`src/rtl/fifo_pkg.sv`:
```
// Shared constants and types for the FWFT FIFO reader and its output queue.
package fifo_pkg;

   localparam int FIFO_DATA_W = 128;
   localparam int FWFT_DEPTH  = 3;
   localparam int LEVEL_W     = 2;

   typedef logic [LEVEL_W-1:0] level_t;

endpackage

```
`src/rtl/fwft_out_buf.sv`:
```
// Three-entry ordered register queue; head entry is always the oldest word.
module fwft_out_buf
   import fifo_pkg::*;
#(
   parameter int DATA_WIDTH = FIFO_DATA_W
) (
   input  logic                  clk,
   input  logic                  srst,
   input  logic                  push,
   input  logic [DATA_WIDTH-1:0] push_data,
   input  logic                  pop,
   input  logic                  clear,
   output level_t                level,
   output logic [DATA_WIDTH-1:0] head
);

   logic [DATA_WIDTH-1:0] mem_q [FWFT_DEPTH];
   logic [DATA_WIDTH-1:0] mem_d [FWFT_DEPTH];
   level_t                level_q;
   level_t                level_d;
   level_t                wr_idx;

   always_comb begin
      mem_d   = mem_q;
      level_d = level_q;
      wr_idx  = level_q;
      // A pop shifts the queue first so a same-cycle push lands behind the survivors.
      if (pop && (level_q != '0)) begin
         for (int i = 0; i < FWFT_DEPTH - 1; i++) begin
            mem_d[i] = mem_q[i+1];
         end
         level_d = level_q - 2'd1;
         wr_idx  = level_q - 2'd1;
      end
      if (push && (wr_idx < 2'(FWFT_DEPTH))) begin
         mem_d[wr_idx] = push_data;
         level_d       = level_d + 2'd1;
      end
      if (clear) begin
         level_d = '0;
      end
   end

   always_ff @(posedge clk or posedge srst) begin
      if (srst) begin
         level_q <= '0;
         for (int i = 0; i < FWFT_DEPTH; i++) begin
            mem_q[i] <= '0;
         end
      end else begin
         level_q <= level_d;
         mem_q   <= mem_d;
      end
   end

   assign level = level_q;
   assign head  = mem_q[0];

   overflow_a: assert property (@(posedge clk) disable iff (srst)
      !(push && (level_q == 2'(FWFT_DEPTH))));

endmodule

```
`src/rtl/fifo_fwft_reader.sv`:
```
// Turns a 1-cycle-latency synchronous FIFO read port into a first-word-fall-through valid/ready stream.
module fifo_fwft_reader
   import fifo_pkg::*;
#(
   parameter int DATA_WIDTH = FIFO_DATA_W,
   parameter int BUF_DEPTH  = FWFT_DEPTH
) (
   input  logic                  clk,
   input  logic                  srst,
   input  logic                  fifo_empty,
   output logic                  fifo_rd_en,
   input  logic [DATA_WIDTH-1:0] fifo_dout,
   input  logic                  flush,
   output logic                  m_valid,
   output logic [DATA_WIDTH-1:0] m_data,
   input  logic                  m_ready,
   output logic [1:0]            buf_level
);

   logic   in_flight_q;
   logic   in_flight_d;
   logic   rd_room;
   logic   push;
   logic   pop;
   level_t level;

   // Room is reserved for the word already in flight; m_ready is deliberately left out.
   assign rd_room     = ({1'b0, level} + {2'b00, in_flight_q}) < 3'(BUF_DEPTH);
   assign fifo_rd_en  = !fifo_empty && !flush && !srst && rd_room;
   assign in_flight_d = fifo_rd_en;

   always_ff @(posedge clk or posedge srst) begin
      if (srst) begin
         in_flight_q <= 1'b0;
      end else begin
         in_flight_q <= in_flight_d;
      end
   end

   // A word landing during flush belongs to a read issued before the flush and is dropped.
   assign push    = in_flight_q && !flush;
   assign m_valid = (level != '0);
   assign pop     = m_valid && m_ready;

   fwft_out_buf #(
      .DATA_WIDTH (DATA_WIDTH)
   ) u_out_buf (
      .clk       (clk),
      .srst      (srst),
      .push      (push),
      .push_data (fifo_dout),
      .pop       (pop),
      .clear     (flush),
      .level     (level),
      .head      (m_data)
   );

   assign buf_level = level;

   no_underflow_a: assert property (@(posedge clk) disable iff (srst)
      !(fifo_rd_en && fifo_empty));

endmodule
```
`config.mk`:
```
export PLATFORM = sky130hd
export DESIGN_NAME = fifo_fwft_reader
export DESIGN_NICKNAME = d
export VERILOG_FILES = /design/src/rtl/fifo_pkg.sv /design/src/rtl/fwft_out_buf.sv /design/src/rtl/fifo_fwft_reader.sv
export SDC_FILE = /design/constraint.sdc
export NUM_CORES = 1
export LEC_CHECK = 0
export CAP_MARGIN = 20
export CORE_MARGIN = 2
export CORE_UTILIZATION = 35
export DETAILED_ROUTE_END_ITERATION = 8
export GPL_TIMING_DRIVEN = 0
export SYNTH_ARGS = -nofsm -noshare
export SYNTH_HDL_FRONTEND = slang
export SYNTH_SLANG_ARGS = --single-unit
```
`constraint.sdc`:
```
create_clock -name clk -period 17.8 [get_ports clk]
set_input_delay 3.56 -clock clk [delete_from_list [all_inputs] [get_ports clk]]
set_output_delay 3.56 -clock clk [all_outputs]
set_load 0.05 [all_outputs]
```
* Word-level counts from Yosys, hierarchy flattened
Index checks and enable logic that the tools add are counted.
** Operators by class
- Order comparisons :: 4
- Mux-type cells :: 8
- Add/sub/neg operators :: 3
- Reductions and logical operators :: 12
- Bitwise gates (word level) :: 1
** Operators with widths (count)
- $bwmux 384 :: 1
- $mux 384 :: 1
- $demux 128 s2 :: 1
- $mux 256 :: 1
- $mux 128 :: 1
- $logic_and 1x1->1 :: 8
- $mux 2 :: 3
- $add 2x1->3 :: 1
- $ge 3x3->1 const B :: 1
- $logic_not 1->1 :: 3
- $lt 3x1->1 const B :: 1
- $lt 3x2->1 const B :: 1
- $not 2->3 :: 1
- $add 2x1->2 const B :: 1
- $lt 2x2->1 const B :: 1
- $reduce_bool 2->1 :: 1
- $sub 2x1->2 const B :: 1
** Word-level totals
- Input port bits :: 133
- Word-level logic and storage cells :: 33
- Output and inout bits :: 132
- Register bits after elaboration :: 387

* Logic depth before layout (Yosys ltp)
- Word-level depth :: 11
- Depth in mapped cells :: 15
- Mapped depth without buffers :: 6

* Cells and area by module
A second synthesis with hierarchy kept.
** Second synthesis, totals
- Cells, all modules :: 1796
- Area total of the unflattened synthesis :: 19830.3 µm²
** Modules (own cells, without submodules)
- fwft_out_buf :: seq. area each 9659.3 µm², times used 1, area each 19745.2 µm², cells each 1787
- fifo_fwft_reader :: seq. area each 25.0 µm², times used 1, area each 85.1 µm², cells each 9

* Worst setup path after synthesis
OpenSTA, ideal clock, no wires.
- Path kind :: input -> output
- Start :: input port flush
- End :: output port fifo_rd_en
- Stages :: 2
- Buffers on the path :: 0
- Arrival time :: 4.874 ns
- Slack :: 9.366 ns
- Data required time :: 14.240 ns
- Cell sequence :: or4_1 > a21oi_1
** On the way
- Cells in the longest elaborated chain, start to end :: 4
** Ends and longest elaborated chain
- from (decl) :: RTL line fifo_fwft_reader.sv:13 : input logic flush,
- $logic_not 1->1 :: RTL line fifo_fwft_reader.sv:29 : assign fifo_rd_en = !fifo_empty && !flush && !srst && rd_room;
- $logic_and 1x1->1 (3 in series) :: RTL line fifo_fwft_reader.sv:29
- to (decl) :: RTL line fifo_fwft_reader.sv:11 : output logic fifo_rd_en,
No other way between the ends.

* Final worst setup path
Same ends and word-level chain as after synthesis.

==> metrics.yaml <==
status: "finished, final reports clean"
ir_worst_vdd_uv: 67.8
core_um2: 65700
die_x_um: 262
cpMostUsedCell: "clkdlybuf4s50_1"
hold_path_depth: 1
dp_slack_ns: 8.59
ant_nets: 0
critPathMaxStageDelay_ns: 0.84
startpoint: "flush"
grt_pass1_vias: 20400
wl_um: 77700
synth_simple_gate_area_share_pct: 12.1
clockBufferDepth: 3
clockRootBuffer: "clkbuf_16"
met3_usage_pct: 4.61
synth_mux_area_share_pct: 11.7
first_pass_iters: 8
synth_top_area_share_pct: 41.7
antenna_found_initial: 5
rr_worst_depth: 12
setup_tns_ns: 0
yosys.area_share.adder_pct: 0.161
drt-initial-drc-count: 1494
cp-start-kind: "primary input"
synth_cells: 2294
ys_seq_area_share_pct: 41.7
maxSlewViolCount: 0
ys_types: 39
worstPathArrival_ns: 5.66
layout-drive-gt1-share_pct: 20.7
synthTopCellsByArea: "dfrtp_1, a221oi_2, buf_4"
pwr-share-comb_pct: 41.8
final-hold-violation-count: 0
viasPerCell: 5.64
grt_pass1_wl_um: 119000
synthXorXnorAreaFrac_pct: 0.0377
cts_tree: "built"
hpwl_um: 52400
max_freq_ghz: 0.108
antenna_cells: 0
use_met1_pct: 29.8
nNetsFinal: 2746
synth_top_family_by_area: "compound AO/OA/AOI/OAI gates"
vias: 19800
clock_skew_ns: 0.00941
cts_resized: 0
cp-end-kind: "output port"
synth_most_common_cell: "dfrtp_1"
async_reset_ff_share_pct: 100
setup_ws_ns: 8.58
syn-mean-instance-area_um2: 10.1
grtUsageTotal_pct: 22.4
dieArea_um2: 68500
grtUsageMet2_pct: 35.8
overflow: 0
gp_congestion: 0.820
synth_edf_count: 0
yosys_warnings: 0
finalSetupViolCount: 0
maxCapViolCount: 0
drc: 0
synth_fp_nets: 2430
p_clk_share_pct: 25.3
rows: 94
clk_latency_ns: 0.58
detail_route.wl_per_cell_um: 22.2
boundaryPins: 265
cp_data_required_time_ns: 14.24
power.total_uw: 3750
internal_power_uw: 2290
max_slew.worst_pin.slew_ns: 0.684
slowest_stage: "clkdlybuf4s50_1"
numCtsBuffers: 46
grt.busiest_layer: "met2"
area_growth_pct: 22.9
power.net_switching_uw: 1460
slew_headroom_pct: 54.2
h-tree-depth: 2
placed_area_um2: 27100
ys.flop_type: "dfrtp_1"
p_sw_share_pct: 39.0
yosysTopAreaCell: "dfrtp_1"
clock_sinks: 387
syn_area_um2: 23200
clkTransAtPathRegs_ns: 0.05
ff2ff_setup_slack_ns: 13.84
nFillCells: 6231
synth_seq_cells: 387
critical_path.reg2reg.endpoint: "u_out_buf.mem_q[211]$_DFF_PP0_"
min_period_over_period_pct: 51.8
hold_buffers: 0
crit_type: "in -> out"
synth_compound_area_share_pct: 23.7
grt_setup_unrepaired: "false"
design_area_um2: 28600
cp_max_fo: 4
postCtsSetupBuffers: 0
power_density_nw_per_um2: 131
min_path_type: "reg -> reg"
yosys-top-cells-count: "dfrtp_1, nand2_1, o21ai_0, buf_4, nor3_1"
p_seq_share_pct: 32.9
p_leak_uw: 0.0139
fp.dieH_um: 262
grt_max_degree: 96
min_period_ns: 9.22
initial_core_util_pct: 35.4
crit_chain: "clkdlybuf4s50_1, or4_1, a21oi_1, clkdlybuf4s50_1"
r2r-start: "u_out_buf.level[0]$_DFF_PP0_"
final_util_pct: 43.5
port_buffers: 264
==> kinds of logic after synthesis <==
logic type | Yosys count
buffers and inverters | 346
XOR/XNOR | 1
multiplexers | 256
adder cells (fa/ha/maj) | 3
flip-flops | 387
AND/OR/NAND/NOR | 653
AO/OA/AOI/OAI | 648
==> worst max path at each step <==
| stage | slack [ns] | endpoint | cells past startpoint |
|---|---|---|---|
| after floorplan | 3.48 | asynchronous set/reset pin | 1 |
| after global placement | -1.90 | u_out_buf.head[54]$_DFF_PP0_ | 2 |
| after detailed placement | 8.59 | fifo_rd_en | 4 |
| after CTS | 8.58 | fifo_rd_en | 4 |
| after global routing | 8.52 | fifo_rd_en | 4 |
| final | 8.58 | fifo_rd_en | 4 |
==> power by group through the flow <==
stage | Combinational (uW) | Clock [uW] | Sequential (uW)
4_1_cts | 1570 | 970 | 1230
2_1_floorplan | 1140 | 0 | 1200
6_report | 1570 | 949 | 1230
3_5_place_dp | 1570 | 0 | 1250
3_3_place_gp | 1530 | 0 | 1240
5_1_grt | 1680 | 1010 | 1260
==> per-layer routing <==
layer / vias up / part of all wire [%]
met5: - / 0.076
met3: 160 / 7.3
met1: 9929 / 43
met4: 8 / 3.1
met2: 781 / 47
li1: 8902 / -
==> final cells by class <==
cell class | count | area (um^2) | share of cell area [%]
multi-input cells | 1561 | 11100 | 38.8
well taps | 864 | 1080 | 3.78
plain buffers | 342 | 2460 | 8.61
flip-flops and latches | 387 | 9680 | 33.9
clock inverters | 3 | 43.8 | 0.153
clock buffers | 76 | 1450 | 5.07
inverters | 4 | 22.5 | 0.0788
repair buffers | 268 | 2750 | 9.63
==> stage by stage <==
step,cells,hold slack [ns]
2_1_floorplan,2294,0.481
3_3_place_gp,3422,0.491
3_5_place_dp,3426,0.500
4_1_cts,3505,0.512
5_1_grt,3505,0.528
6_report,3505,0.511
==> critical path: cells and delay by family <==
kind                   cells  cell delay, ns
AO/OA/AOI/OAI              1            0.18
AND/OR/NAND/NOR            1            0.55
buffers and inverters      2            1.37
==> cells in the final DEF (no fill, tap or decap), types with 71 or more instances in the layout <==
cell type	count
mux2_1	81
buf_4	173
mux2i_1	128
o211a_1	128
nor2_1	129
nand2_1	258
a221oi_2	124
nand3_1	128
buf_2	71
nor3_1	130
dfrtp_1	387
clkdlybuf4s50_1	264
o21ai_0	224
o21a_1	128
(Power assumes the default switching activity.)
